File: config.mk
export PLATFORM = sky130hd
export DESIGN_NAME = mem_port_arbiter_flat
export DESIGN_NICKNAME = d
export VERILOG_FILES = /design/src/rtl/mem_arb_pkg.sv /design/src/rtl/mem_port_arbiter_if.sv /design/src/rtl/mem_arb_grant.sv /design/src/rtl/mem_port_arbiter.sv /design/src/flat_wrapper.sv
export SDC_FILE = /design/constraint.sdc
export NUM_CORES = 1
export LEC_CHECK = 0
export CAP_MARGIN = 30
export CORE_MARGIN = 2
export CORE_UTILIZATION = 45
export DETAILED_ROUTE_END_ITERATION = 12
export PLACE_DENSITY = 0.78
export SYNTH_ARGS = -nofsm -noshare
export SYNTH_HDL_FRONTEND = slang
export SYNTH_HIERARCHICAL = 1
export SYNTH_SLANG_ARGS = --single-unit
export TNS_END_PERCENT = 50
File: constraint.sdc
create_clock -name i_Clock -period 4.89 [get_ports i_Clock]
set_input_delay 0.7335 -clock i_Clock [delete_from_list [all_inputs] [get_ports i_Clock]]
set_output_delay 0.7335 -clock i_Clock [all_outputs]
set_load 0.01 [all_outputs]
File: src/rtl/mem_arb_pkg.sv
// Shared types and widths for the IF/MEM memory port arbiter.
package mem_arb_pkg;

  localparam int unsigned ADDR_W   = 32;
  localparam int unsigned DATA_W   = 32;
  localparam int unsigned BE_W     = 4;
  localparam int unsigned TO_CNT_W = 8;
  localparam int unsigned STARV_W  = 4;

  typedef enum logic [1:0] {
    IDLE,
    BUS_IF,
    BUS_MEM,
    RESP
  } ArbState_t;

  typedef enum logic {
    OWNER_IF,
    OWNER_MEM
  } Owner_t;

  typedef struct packed {
    logic              Write;
    logic [ADDR_W-1:0] Addr;
    logic [DATA_W-1:0] WData;
    logic [BE_W-1:0]   ByteEn;
  } MemRequest_t;

  // Word accesses only; any nonzero low address bits are rejected without a bus cycle.
  function automatic logic is_misaligned(input logic [1:0] addr_lo);
    return addr_lo != 2'b00;
  endfunction

endpackage

File: src/rtl/mem_port_arbiter_if.sv
// IF, MEM and external bus signals of the memory port arbiter bundled as one interface.
interface mem_port_arbiter_if;
  import mem_arb_pkg::*;

  logic              i_IF_Req;
  logic [ADDR_W-1:0] i_IF_Addr;
  logic              o_IF_Ready;
  logic              o_IF_Valid;
  logic [DATA_W-1:0] o_IF_RData;
  logic              o_IF_Error;

  logic              i_MEM_Req;
  logic              i_MEM_Write;
  logic [ADDR_W-1:0] i_MEM_Addr;
  logic [DATA_W-1:0] i_MEM_WData;
  logic [BE_W-1:0]   i_MEM_ByteEn;
  logic              o_MEM_Ready;
  logic              o_MEM_Valid;
  logic [DATA_W-1:0] o_MEM_RData;
  logic              o_MEM_Error;

  logic              o_Bus_Req;
  logic              o_Bus_Write;
  logic [ADDR_W-1:0] o_Bus_Addr;
  logic [DATA_W-1:0] o_Bus_WData;
  logic [BE_W-1:0]   o_Bus_ByteEn;
  logic              i_Bus_Ack;
  logic [DATA_W-1:0] i_Bus_RData;

  logic              o_Busy;

  // Arbiter side.
  modport slave (
    input  i_IF_Req, i_IF_Addr,
    output o_IF_Ready, o_IF_Valid, o_IF_RData, o_IF_Error,
    input  i_MEM_Req, i_MEM_Write, i_MEM_Addr, i_MEM_WData, i_MEM_ByteEn,
    output o_MEM_Ready, o_MEM_Valid, o_MEM_RData, o_MEM_Error,
    output o_Bus_Req, o_Bus_Write, o_Bus_Addr, o_Bus_WData, o_Bus_ByteEn,
    input  i_Bus_Ack, i_Bus_RData,
    output o_Busy
  );

  // Pipeline stages and bus model side.
  modport master (
    output i_IF_Req, i_IF_Addr,
    input  o_IF_Ready, o_IF_Valid, o_IF_RData, o_IF_Error,
    output i_MEM_Req, i_MEM_Write, i_MEM_Addr, i_MEM_WData, i_MEM_ByteEn,
    input  o_MEM_Ready, o_MEM_Valid, o_MEM_RData, o_MEM_Error,
    input  o_Bus_Req, o_Bus_Write, o_Bus_Addr, o_Bus_WData, o_Bus_ByteEn,
    output i_Bus_Ack, i_Bus_RData,
    input  o_Busy
  );

endinterface

File: src/rtl/mem_arb_grant.sv
// Grant decision for the shared port: MEM first, unless IF has waited through MEM_BURST_MAX MEM grants.
module mem_arb_grant
  import mem_arb_pkg::*;
#(
  parameter int unsigned MEM_BURST_MAX = 4
) (
  input  logic i_Clock,
  input  logic i_Reset_n,
  input  logic idle,
  input  logic if_req,
  input  logic mem_req,
  output logic grant_if_c,
  output logic grant_mem_c
);

  logic [STARV_W-1:0] starv_q, starv_d;
  logic               mem_below_c;

  always_comb begin
    grant_if_c  = 1'b0;
    grant_mem_c = 1'b0;
    starv_d     = starv_q;
    mem_below_c = starv_q < STARV_W'(MEM_BURST_MAX);
    if (idle) begin
      if (mem_req && mem_below_c) begin
        grant_mem_c = 1'b1;
      end else if (if_req) begin
        grant_if_c = 1'b1;
      end else if (mem_req) begin
        grant_mem_c = 1'b1;
      end
      // Count MEM wins only while IF is actually waiting; saturates because MEM stops winning at the limit.
      if (!if_req || grant_if_c) begin
        starv_d = '0;
      end else if (grant_mem_c && mem_below_c) begin
        starv_d = starv_q + STARV_W'(1);
      end
    end
  end

  always_ff @(posedge i_Clock or negedge i_Reset_n) begin
    if (!i_Reset_n) begin
      starv_q <= '0;
    end else begin
      starv_q <= starv_d;
    end
  end

endmodule

File: src/rtl/mem_port_arbiter.sv
// Shares one memory bus port between instruction fetch and the memory stage, one transaction at a time.
module mem_port_arbiter
  import mem_arb_pkg::*;
#(
  parameter int unsigned TIMEOUT_CYCLES = 16,
  parameter int unsigned MEM_BURST_MAX  = 4
) (
  input  logic              i_Clock,
  input  logic              i_Reset_n,
  mem_port_arbiter_if.slave port_if
);

  ArbState_t           state_q, state_d;
  Owner_t              owner_q, owner_d;
  logic [TO_CNT_W-1:0] to_cnt_q, to_cnt_d, to_cnt_inc;
  logic                bus_req_q, bus_req_d;
  MemRequest_t         bus_q, bus_d;
  logic [DATA_W-1:0]   rdata_q, rdata_d;
  logic                err_q, err_d;
  logic                if_valid_q, if_valid_d;
  logic [DATA_W-1:0]   if_rdata_q, if_rdata_d;
  logic                if_err_q, if_err_d;
  logic                mem_valid_q, mem_valid_d;
  logic [DATA_W-1:0]   mem_rdata_q, mem_rdata_d;
  logic                mem_err_q, mem_err_d;
  logic                busy_q, busy_d;

  logic                idle_c;
  logic                grant_if_c, grant_mem_c;
  MemRequest_t         if_req_c, mem_req_c, gnt_req_c;

  assign idle_c = (state_q == IDLE);

  mem_arb_grant #(
    .MEM_BURST_MAX(MEM_BURST_MAX)
  ) u_grant (
    .i_Clock    (i_Clock),
    .i_Reset_n  (i_Reset_n),
    .idle       (idle_c),
    .if_req     (port_if.i_IF_Req),
    .mem_req    (port_if.i_MEM_Req),
    .grant_if_c (grant_if_c),
    .grant_mem_c(grant_mem_c)
  );

  // Requests of both stages in a common shape; IF is always a full-word read.
  always_comb begin
    if_req_c        = '0;
    if_req_c.Addr   = port_if.i_IF_Addr;
    if_req_c.ByteEn = '1;
    mem_req_c.Write  = port_if.i_MEM_Write;
    mem_req_c.Addr   = port_if.i_MEM_Addr;
    mem_req_c.WData  = port_if.i_MEM_WData;
    mem_req_c.ByteEn = port_if.i_MEM_ByteEn;
    gnt_req_c = grant_mem_c ? mem_req_c : if_req_c;
  end

  always_comb begin
    state_d     = state_q;
    owner_d     = owner_q;
    to_cnt_d    = to_cnt_q;
    bus_req_d   = bus_req_q;
    bus_d       = bus_q;
    rdata_d     = rdata_q;
    err_d       = err_q;
    if_valid_d  = 1'b0;
    if_rdata_d  = '0;
    if_err_d    = 1'b0;
    mem_valid_d = 1'b0;
    mem_rdata_d = '0;
    mem_err_d   = 1'b0;
    to_cnt_inc  = to_cnt_q + TO_CNT_W'(1);

    case (state_q)
      IDLE: begin
        if (grant_if_c || grant_mem_c) begin
          owner_d  = grant_mem_c ? OWNER_MEM : OWNER_IF;
          to_cnt_d = '0;
          rdata_d  = '0;
          if (is_misaligned(gnt_req_c.Addr[1:0])) begin
            state_d = RESP;
            err_d   = 1'b1;
          end else begin
            state_d          = grant_mem_c ? BUS_MEM : BUS_IF;
            err_d            = 1'b0;
            bus_req_d        = 1'b1;
            bus_d            = gnt_req_c;
            bus_d.Addr[1:0]  = 2'b00;
          end
        end
      end

      BUS_IF, BUS_MEM: begin
        // An ack on the final allowed cycle still completes the transaction normally.
        if (port_if.i_Bus_Ack) begin
          state_d   = RESP;
          rdata_d   = bus_q.Write ? '0 : port_if.i_Bus_RData;
          err_d     = 1'b0;
          bus_req_d = 1'b0;
          bus_d     = '0;
          to_cnt_d  = '0;
        end else if (to_cnt_inc == TO_CNT_W'(TIMEOUT_CYCLES)) begin
          state_d   = RESP;
          rdata_d   = '0;
          err_d     = 1'b1;
          bus_req_d = 1'b0;
          bus_d     = '0;
          to_cnt_d  = '0;
        end else begin
          to_cnt_d = to_cnt_inc;
        end
      end

      RESP: begin
        state_d = IDLE;
        if (owner_q == OWNER_MEM) begin
          mem_valid_d = 1'b1;
          mem_rdata_d = rdata_q;
          mem_err_d   = err_q;
        end else begin
          if_valid_d = 1'b1;
          if_rdata_d = rdata_q;
          if_err_d   = err_q;
        end
      end

      default: state_d = IDLE;
    endcase

    busy_d = (state_d != IDLE);
  end

  always_ff @(posedge i_Clock or negedge i_Reset_n) begin
    if (!i_Reset_n) begin
      state_q     <= IDLE;
      owner_q     <= OWNER_IF;
      to_cnt_q    <= '0;
      bus_req_q   <= 1'b0;
      bus_q       <= '0;
      rdata_q     <= '0;
      err_q       <= 1'b0;
      if_valid_q  <= 1'b0;
      if_rdata_q  <= '0;
      if_err_q    <= 1'b0;
      mem_valid_q <= 1'b0;
      mem_rdata_q <= '0;
      mem_err_q   <= 1'b0;
      busy_q      <= 1'b0;
    end else begin
      state_q     <= state_d;
      owner_q     <= owner_d;
      to_cnt_q    <= to_cnt_d;
      bus_req_q   <= bus_req_d;
      bus_q       <= bus_d;
      rdata_q     <= rdata_d;
      err_q       <= err_d;
      if_valid_q  <= if_valid_d;
      if_rdata_q  <= if_rdata_d;
      if_err_q    <= if_err_d;
      mem_valid_q <= mem_valid_d;
      mem_rdata_q <= mem_rdata_d;
      mem_err_q   <= mem_err_d;
      busy_q      <= busy_d;
    end
  end

  assign port_if.o_IF_Ready   = grant_if_c;
  assign port_if.o_IF_Valid   = if_valid_q;
  assign port_if.o_IF_RData   = if_rdata_q;
  assign port_if.o_IF_Error   = if_err_q;
  assign port_if.o_MEM_Ready  = grant_mem_c;
  assign port_if.o_MEM_Valid  = mem_valid_q;
  assign port_if.o_MEM_RData  = mem_rdata_q;
  assign port_if.o_MEM_Error  = mem_err_q;
  assign port_if.o_Bus_Req    = bus_req_q;
  assign port_if.o_Bus_Write  = bus_q.Write;
  assign port_if.o_Bus_Addr   = bus_q.Addr;
  assign port_if.o_Bus_WData  = bus_q.WData;
  assign port_if.o_Bus_ByteEn = bus_q.ByteEn;
  assign port_if.o_Busy       = busy_q;

endmodule
File: src/flat_wrapper.sv
// flat-port wrapper written by rule: the top's interface ports become plain ports
module mem_port_arbiter_flat import mem_arb_pkg::*;
#(
  parameter int unsigned TIMEOUT_CYCLES = 16,
  parameter int unsigned MEM_BURST_MAX  = 4
)
  (i_Clock, i_Reset_n, port_if_i_IF_Req, port_if_i_IF_Addr, port_if_o_IF_Ready, port_if_o_IF_Valid, port_if_o_IF_RData, port_if_o_IF_Error, port_if_i_MEM_Req, port_if_i_MEM_Write, port_if_i_MEM_Addr, port_if_i_MEM_WData, port_if_i_MEM_ByteEn, port_if_o_MEM_Ready, port_if_o_MEM_Valid, port_if_o_MEM_RData, port_if_o_MEM_Error, port_if_o_Bus_Req, port_if_o_Bus_Write, port_if_o_Bus_Addr, port_if_o_Bus_WData, port_if_o_Bus_ByteEn, port_if_i_Bus_Ack, port_if_i_Bus_RData, port_if_o_Busy);
  mem_port_arbiter_if port_if_i ();
  input  logic i_Clock;
  input  logic i_Reset_n;
  input wire logic [$bits(port_if_i.i_IF_Req)-1:0] port_if_i_IF_Req;
  input wire logic [$bits(port_if_i.i_IF_Addr)-1:0] port_if_i_IF_Addr;
  output wire logic [$bits(port_if_i.o_IF_Ready)-1:0] port_if_o_IF_Ready;
  output wire logic [$bits(port_if_i.o_IF_Valid)-1:0] port_if_o_IF_Valid;
  output wire logic [$bits(port_if_i.o_IF_RData)-1:0] port_if_o_IF_RData;
  output wire logic [$bits(port_if_i.o_IF_Error)-1:0] port_if_o_IF_Error;
  input wire logic [$bits(port_if_i.i_MEM_Req)-1:0] port_if_i_MEM_Req;
  input wire logic [$bits(port_if_i.i_MEM_Write)-1:0] port_if_i_MEM_Write;
  input wire logic [$bits(port_if_i.i_MEM_Addr)-1:0] port_if_i_MEM_Addr;
  input wire logic [$bits(port_if_i.i_MEM_WData)-1:0] port_if_i_MEM_WData;
  input wire logic [$bits(port_if_i.i_MEM_ByteEn)-1:0] port_if_i_MEM_ByteEn;
  output wire logic [$bits(port_if_i.o_MEM_Ready)-1:0] port_if_o_MEM_Ready;
  output wire logic [$bits(port_if_i.o_MEM_Valid)-1:0] port_if_o_MEM_Valid;
  output wire logic [$bits(port_if_i.o_MEM_RData)-1:0] port_if_o_MEM_RData;
  output wire logic [$bits(port_if_i.o_MEM_Error)-1:0] port_if_o_MEM_Error;
  output wire logic [$bits(port_if_i.o_Bus_Req)-1:0] port_if_o_Bus_Req;
  output wire logic [$bits(port_if_i.o_Bus_Write)-1:0] port_if_o_Bus_Write;
  output wire logic [$bits(port_if_i.o_Bus_Addr)-1:0] port_if_o_Bus_Addr;
  output wire logic [$bits(port_if_i.o_Bus_WData)-1:0] port_if_o_Bus_WData;
  output wire logic [$bits(port_if_i.o_Bus_ByteEn)-1:0] port_if_o_Bus_ByteEn;
  input wire logic [$bits(port_if_i.i_Bus_Ack)-1:0] port_if_i_Bus_Ack;
  input wire logic [$bits(port_if_i.i_Bus_RData)-1:0] port_if_i_Bus_RData;
  output wire logic [$bits(port_if_i.o_Busy)-1:0] port_if_o_Busy;
  assign port_if_i.i_IF_Req = port_if_i_IF_Req;
  assign port_if_i.i_IF_Addr = port_if_i_IF_Addr;
  assign port_if_o_IF_Ready = port_if_i.o_IF_Ready;
  assign port_if_o_IF_Valid = port_if_i.o_IF_Valid;
  assign port_if_o_IF_RData = port_if_i.o_IF_RData;
  assign port_if_o_IF_Error = port_if_i.o_IF_Error;
  assign port_if_i.i_MEM_Req = port_if_i_MEM_Req;
  assign port_if_i.i_MEM_Write = port_if_i_MEM_Write;
  assign port_if_i.i_MEM_Addr = port_if_i_MEM_Addr;
  assign port_if_i.i_MEM_WData = port_if_i_MEM_WData;
  assign port_if_i.i_MEM_ByteEn = port_if_i_MEM_ByteEn;
  assign port_if_o_MEM_Ready = port_if_i.o_MEM_Ready;
  assign port_if_o_MEM_Valid = port_if_i.o_MEM_Valid;
  assign port_if_o_MEM_RData = port_if_i.o_MEM_RData;
  assign port_if_o_MEM_Error = port_if_i.o_MEM_Error;
  assign port_if_o_Bus_Req = port_if_i.o_Bus_Req;
  assign port_if_o_Bus_Write = port_if_i.o_Bus_Write;
  assign port_if_o_Bus_Addr = port_if_i.o_Bus_Addr;
  assign port_if_o_Bus_WData = port_if_i.o_Bus_WData;
  assign port_if_o_Bus_ByteEn = port_if_i.o_Bus_ByteEn;
  assign port_if_i.i_Bus_Ack = port_if_i_Bus_Ack;
  assign port_if_i.i_Bus_RData = port_if_i_Bus_RData;
  assign port_if_o_Busy = port_if_i.o_Busy;
  mem_port_arbiter #(.TIMEOUT_CYCLES(TIMEOUT_CYCLES), .MEM_BURST_MAX(MEM_BURST_MAX)) u_core (.i_Clock(i_Clock), .i_Reset_n(i_Reset_n), .port_if(port_if_i));
endmodule
======== Yosys cells after proc, flatten, opt, wreduce, memory -nomap -nowiden ========
Cells that the tools add are included.
word-level totals
  bits in registers ....................... 187
  bits of input ports ..................... 138
  word-level logic and storage cells ...... 99
  output and inout port bits .............. 141
operators by class
  $lt $le $gt $ge ......................... 1
  add/sub/neg operators ................... 2
  reductions and logical operators ........ 16
  eq/ne operators ......................... 7
  multiplexer cells ....................... 55
operators with widths
  operator               number
  $mux W69               5
  $mux W32               8
  $pmux W69 S2           1
  $pmux W32 S2           1
  $mux W1                26
  $mux W8                3
  $pmux W8 S2            1
  $mux W2                5
  $add A8 B1 Y8 const B  1
  $eq A8 B5 Y1 const B   1
  $mux W4                2
  $reduce_bool A2 Y1     4
  $pmux W2 S3            1
  $reduce_and A2 Y1      3
  $add A4 B1 Y4 const B  1
  $eq A2 B2 Y1 const B   2
  $lt A4 B3 Y1 const B   1
  $ne A2 B2 Y1 const B   2
  $pmux W1 S2            2
  $reduce_and A4 Y1      1
  $ne A3 B2 Y1 const B   1
  $reduce_and A3 Y1      1
  $eq A2 B1 Y1 const B   1
  $logic_and A1 B1 Y1    2
  4 further kinds        5

======== Depth between registers and ports, before layout ========
  depth in word-level cells ............... 11
  depth in mapped cells ................... 13
  depth with buffers taken out ............ 7

======== Cells and area by module ========
The synthesis kept the hierarchy.
modules (own cells, without submodules)
  module            seq. area each (µm²)  cells an instance  area each (µm²)  instances
  mem_port_arbiter  4,529.3               791                8,060.2          1
  mem_arb_grant     100.1                 20                 202.7            1

======== Worst setup path after synthesis ========
OpenSTA, ideal clock, no wires.
  kind .................................... input to register
  start ................................... input port port_if_i_MEM_Req
  end ..................................... register u_core.bus_req_q, in the netlist u_core/port_if.o_Bus_Req
  slack ................................... 2.230 ns
  stages .................................. 10
  buffers on the path ..................... 4
  arrival ................................. 2.578 ns
  data required time ...................... 4.808 ns
  library setup time ...................... 0.082 ns
  cell sequence ........................... or3b_4 -> and3_1 -> or3b_2 -> buf_2 -> nand2b_1 -> buf_4 -> buf_6 -> buf_6 -> nor2_1 -> a31oi_1
on the way
  elaborated cells between the ends (all ways) .. 15
  those cells by class .................... eq/ne: 2; mux: 9; reduce/logical: 4
RTL lines
  item                                RTL line                 text
  start, declared                     flat_wrapper.sv:17       input wire logic [$bits(port_if_i.i_MEM_Req)-1:0] port_if_i_MEM_Req;
  $logic_and A1 B1 Y1                 mem_arb_grant.sv:25      if (mem_req && mem_below_c) begin
  $mux W1                             mem_arb_grant.sv:25
  $mux W1 (2 in series)               mem_arb_grant.sv:24      if (idle) begin
  net port_if_o_IF_Ready              flat_wrapper.sv:13       output wire logic [$bits(port_if_i.o_IF_Ready)-1:0] port_if_o_IF_Ready;
  $logic_or A1 B1 Y1                  mem_port_arbiter.sv:76   if (grant_if_c || grant_mem_c) begin
  $ne A2 B2 Y1 (no source line)       --
  $reduce_and A4 Y1 (no source line)  --
  end signal, assigned                mem_port_arbiter.sv:153  bus_req_q <= bus_req_d;
  end, declared                       mem_port_arbiter.sv:16   logic bus_req_q, bus_req_d;
The timed path passes the listed nets, and every way through them passes these cells. The select of a mux whose other input is x is not followed.
A chain may end at the register's enable or synchronous reset.

======== Worst setup path after layout ========
  start ................................... register u_core.state_q[1]
  end ..................................... output port port_if_o_MEM_Ready
on the way
  word-level cells in the longest chain between the ends .. 2
ends and longest elaborated chain
  item                    RTL line                 text
  start, declared         mem_port_arbiter.sv:13   ArbState_t state_q, state_d;
  start signal, assigned  mem_port_arbiter.sv:150  state_q <= state_d;
  $logic_not A2 Y1        mem_port_arbiter.sv:32   assign idle_c = (state_q == IDLE);
  net u_core.idle_c       mem_port_arbiter.sv:28   logic idle_c;
  $mux W1                 mem_arb_grant.sv:24
  end, declared           flat_wrapper.sv:22       output wire logic [$bits(port_if_i.o_MEM_Ready)-1:0] port_if_o_MEM_Ready;
The timed path passes the listed nets, and every way through them passes these cells.

==> flow_summary.ini <==
[status]
status = completed

[sta]
fin_hold_ws_ns = 0.265
finalMaxSlewViolations = 0
fin_skew_ns = 0.0157
worst_slack_ns = 1.17
hold_violations = 0
max_slew.worst_pin.slew_ns = 1.03
fmax_ghz = 0.269
tns_ns = 0
fin_crit_sh = 0.760
rsz0062_at_grt = no
period_needed_ns = 3.72
finalSetupViolCount = 0
timing.slew.headroom = 0.311

[placed_design]
gp_congestion = 0.815
pre_cts_ws_ns = 1.39
io_buffer_count = 276
dp.cells = 1272
hpwlAfterDp_um = 15700

[layout]
fin_cells = 1305
final_cell_mix = clkdlybuf4s50_1, dfrtp_1, o21ai_0, inv_1, o211ai_1
nets = 1206
area_delta_synth_final_pct = 43.4
diodes = 0
layout_commonest_cell = clkdlybuf4s50_1
fin_util = 0.660
drive_above_1_share = 0.0827
multiInputGateArea_mm2 = 0.00298
n_fill_cell = 1397
ff_latch_area_mm2 = 0.00463

[hold_path]
min_path_type = primary input to async pin

[setup_path]
crit_type = flip-flop to output port
crit_fanout = 31
crit_arrival_ns = 2.98
cp_slowest_cell = ha_1
start_kind = flip-flop
slowest_delay_ns = 0.62
crit_chain = inv_1, ha_1, and3_1, buf_4, clkdlybuf4s50_1
crit_path_end_kind = output port
required_ns = 4.16

[clock_tree]
clk_latency_ns = 0.43
numCtsBuffers = 17
clkSinkCount = 185
clk_pin_slew_ns = 0.08
cts_hold_buf = 0
cts.path.max_buffers = 2
cts_root_buf = clkbuf_16
cts_setup_buffers = 0
cts-htree-levels = 4
cts-resized-gates = 0
cts_tree = done

[die]
core_area_mm2 = 0.0180
dieArea_mm2 = 0.0195
num_rows = 49
die-height_um = 140
die_x_um = 140
ios = 279
start_util = 0.460

[routing]
num_vias = 6935
detail-route-antenna-nets = 0
drt-total-wl_um = 22500
drc = 0
wl_met2_um = 10800
wl_per_cell_um = 17.2
routed.top_layer = met4
viasPerCell = 5.31
met1_length_um = 9440
routed-wl-met3_um = 1700
drtIter0Drc = 367
drtPass1Iterations = 5

[pwr]
sw_frac_of_total = 0.399
irDropWorstVdd_mv = 0.325
power.leakage_nw = 5.10
p_sw_mw = 2.54
p_int_mw = 3.82
p_per_area_mw_per_mm2 = 536
p_comb_frac = 0.439
power_frac_seq = 0.342
pwr-share-clk = 0.219

[synthesis]
ys_types = 45
synth_mux_area_frac = 0.0421
syn_inst = 811
synth_seq_cells = 185
synth_xor_xnor_area_share = 0
syn_area_mm2 = 0.00826
synth_area_per_cell_um2 = 10.2
synthSimpleGateAreaFrac = 0.121
async_flop_share = 1.00
synth_edf_count = 0
synth_seq_area_share = 0.560
synthAdderAreaFrac = 0.00757
synth_flop_cell = dfrtp_1
synth_top_family_by_area = compound AO/OA/AOI/OAI gates
ys.warnings.count = 6
synth_compound_area_frac = 0.184

[grt]
grt_use_total = 0.233
grt_start_max_net_pins = 67
antenna_found_initial = 0
grt_overflow = 0
grt_pass1_vias = 6750
grt_pass1_wl_um = 36400

[run]
max_cap_viol_count = 0
-- cells by family (layout without fill, tap and decap cells) --
family          count (synthesis)  after routing
fa+ha+maj                       5              5
buf+inv                       165            429
compound gates                238            238
other cells                     1              2
flops                         185            185
simple gates                  186            186
mux                            31             31
-- critical path, delay by kind of cell (launching register included) --
kind / cells / cell delay, ns
simple gates: 1 / 0.41
flops: 1 / 0.42
fa+ha+maj: 1 / 0.62
buf+inv: 3 / 1.10
-- cells in the mapped netlist, types with 2 or more instances --
master | n | share of area
dfrtp_1 | 185 | 0.56
o21ai_0 | 109 | 0.066
inv_1 | 105 | 0.048
o211ai_1 | 66 | 0.060
nand2_1 | 46 | 0.021
and3_1 | 38 | 0.029
and2_1 | 36 | 0.027
nand3_1 | 35 | 0.021
a22oi_1 | 32 | 0.029
clkbuf_1 | 32 | 0.015
mux2_2 | 30 | 0.041
buf_2 | 17 | 0.010
nor2_1 | 9 | 0.0041
a21oi_1 | 6 | 0.0036
nand2b_1 | 6 | 0.0045
buf_6 | 5 | 0.0068
ha_1 | 5 | 0.0076
buf_4 | 4 | 0.0036
o221ai_1 | 4 | 0.0042
o31ai_1 | 4 | 0.0036
nor2b_1 | 3 | 0.0023
o21ai_1 | 3 | 0.0018
o22ai_1 | 3 | 0.0023
a211oi_1 | 2 | 0.0018
a31oi_1 | 2 | 0.0015
clkbuf_2 | 2 | 0.0012
nand4b_1 | 2 | 0.0021
nor4_1 | 2 | 0.0015
or3b_4 | 2 | 0.0027
-- flip-flops by register name (all words and copies together) (netlist names) --
signal / flops
u_core/err_q: 1
u_core/owner_q: 1
u_core/port_if.o_Bus_Addr: 30
u_core/port_if.o_Bus_ByteEn: 4
u_core/port_if.o_Bus_Req: 1
u_core/port_if.o_Bus_WData: 32
u_core/port_if.o_Bus_Write: 1
u_core/port_if.o_Busy: 1
u_core/port_if.o_IF_Error: 1
u_core/port_if.o_IF_RData: 32
u_core/port_if.o_IF_Valid: 1
u_core/port_if.o_MEM_Error: 1
u_core/port_if.o_MEM_RData: 32
u_core/port_if.o_MEM_Valid: 1
u_core/rdata_q: 32
u_core/state_q: 2
u_core/to_cnt_q: 8
u_core/u_grant/starv_q: 4
-- worst paths after layout --
path / end / slack, ns / cells after the start / from
worst max-delay path: port_if_o_MEM_Ready / 1.17 / 5 / u_core/state_q[1]
worst min-delay path: u_core/port_if.o_MEM_RData[3] / 0.27 / 1 / i_Reset_n
worst max register to register: u_core/port_if.o_Bus_WData[26] / 1.63 / 8 / u_core/state_q[1]
worst min register to register: u_core/to_cnt_q[7] / 0.52 / 1 / u_core/to_cnt_q[7]
max in group asynchronous: u_core/port_if.o_IF_RData[26] / 3.58 / 2 / i_Reset_n
min in group i_Clock: u_core/to_cnt_q[7] / 0.52 / 1 / u_core/to_cnt_q[7]
-- metal layers --
metal / vias to the layer above / GRT usage
met5: - / 0
met4: 0 / 0.0888
met3: 34 / 0.0640
met2: 289 / 0.368
met1: 3325 / 0.308
li1: 3287 / -
-- layout make-up --
cell class                      instances  share of cell area
Clock inverter                         15              0.0162
Sequential cell                       185               0.391
Multi-Input combinational cell        462               0.252
Inverter                              105              0.0333
Clock buffer                           17              0.0359
Tap cell                              229              0.0242
Timing Repair Buffer                  292               0.248
-- stage by stage --
stage	total power [mW]	cell area [um^2]
floorplan	3.80	8270
global placement	4.86	11200
detailed placement	4.96	11200
CTS	6.38	11800
global route	6.78	11900
finish	6.36	11900
-- power by group through the flow --
stage / Combinational [mW] / Clock (mW) / Sequential, mW
after floorplan: 1.56 / 0 / 2.25
after global placement: 2.66 / 0 / 2.21
after detailed placement: 2.74 / 0 / 2.22
after CTS: 2.75 / 1.42 / 2.20
after global routing: 3.07 / 1.49 / 2.22
final: 2.79 / 1.39 / 2.17
Note: power is estimated with default switching activity, not from simulation.
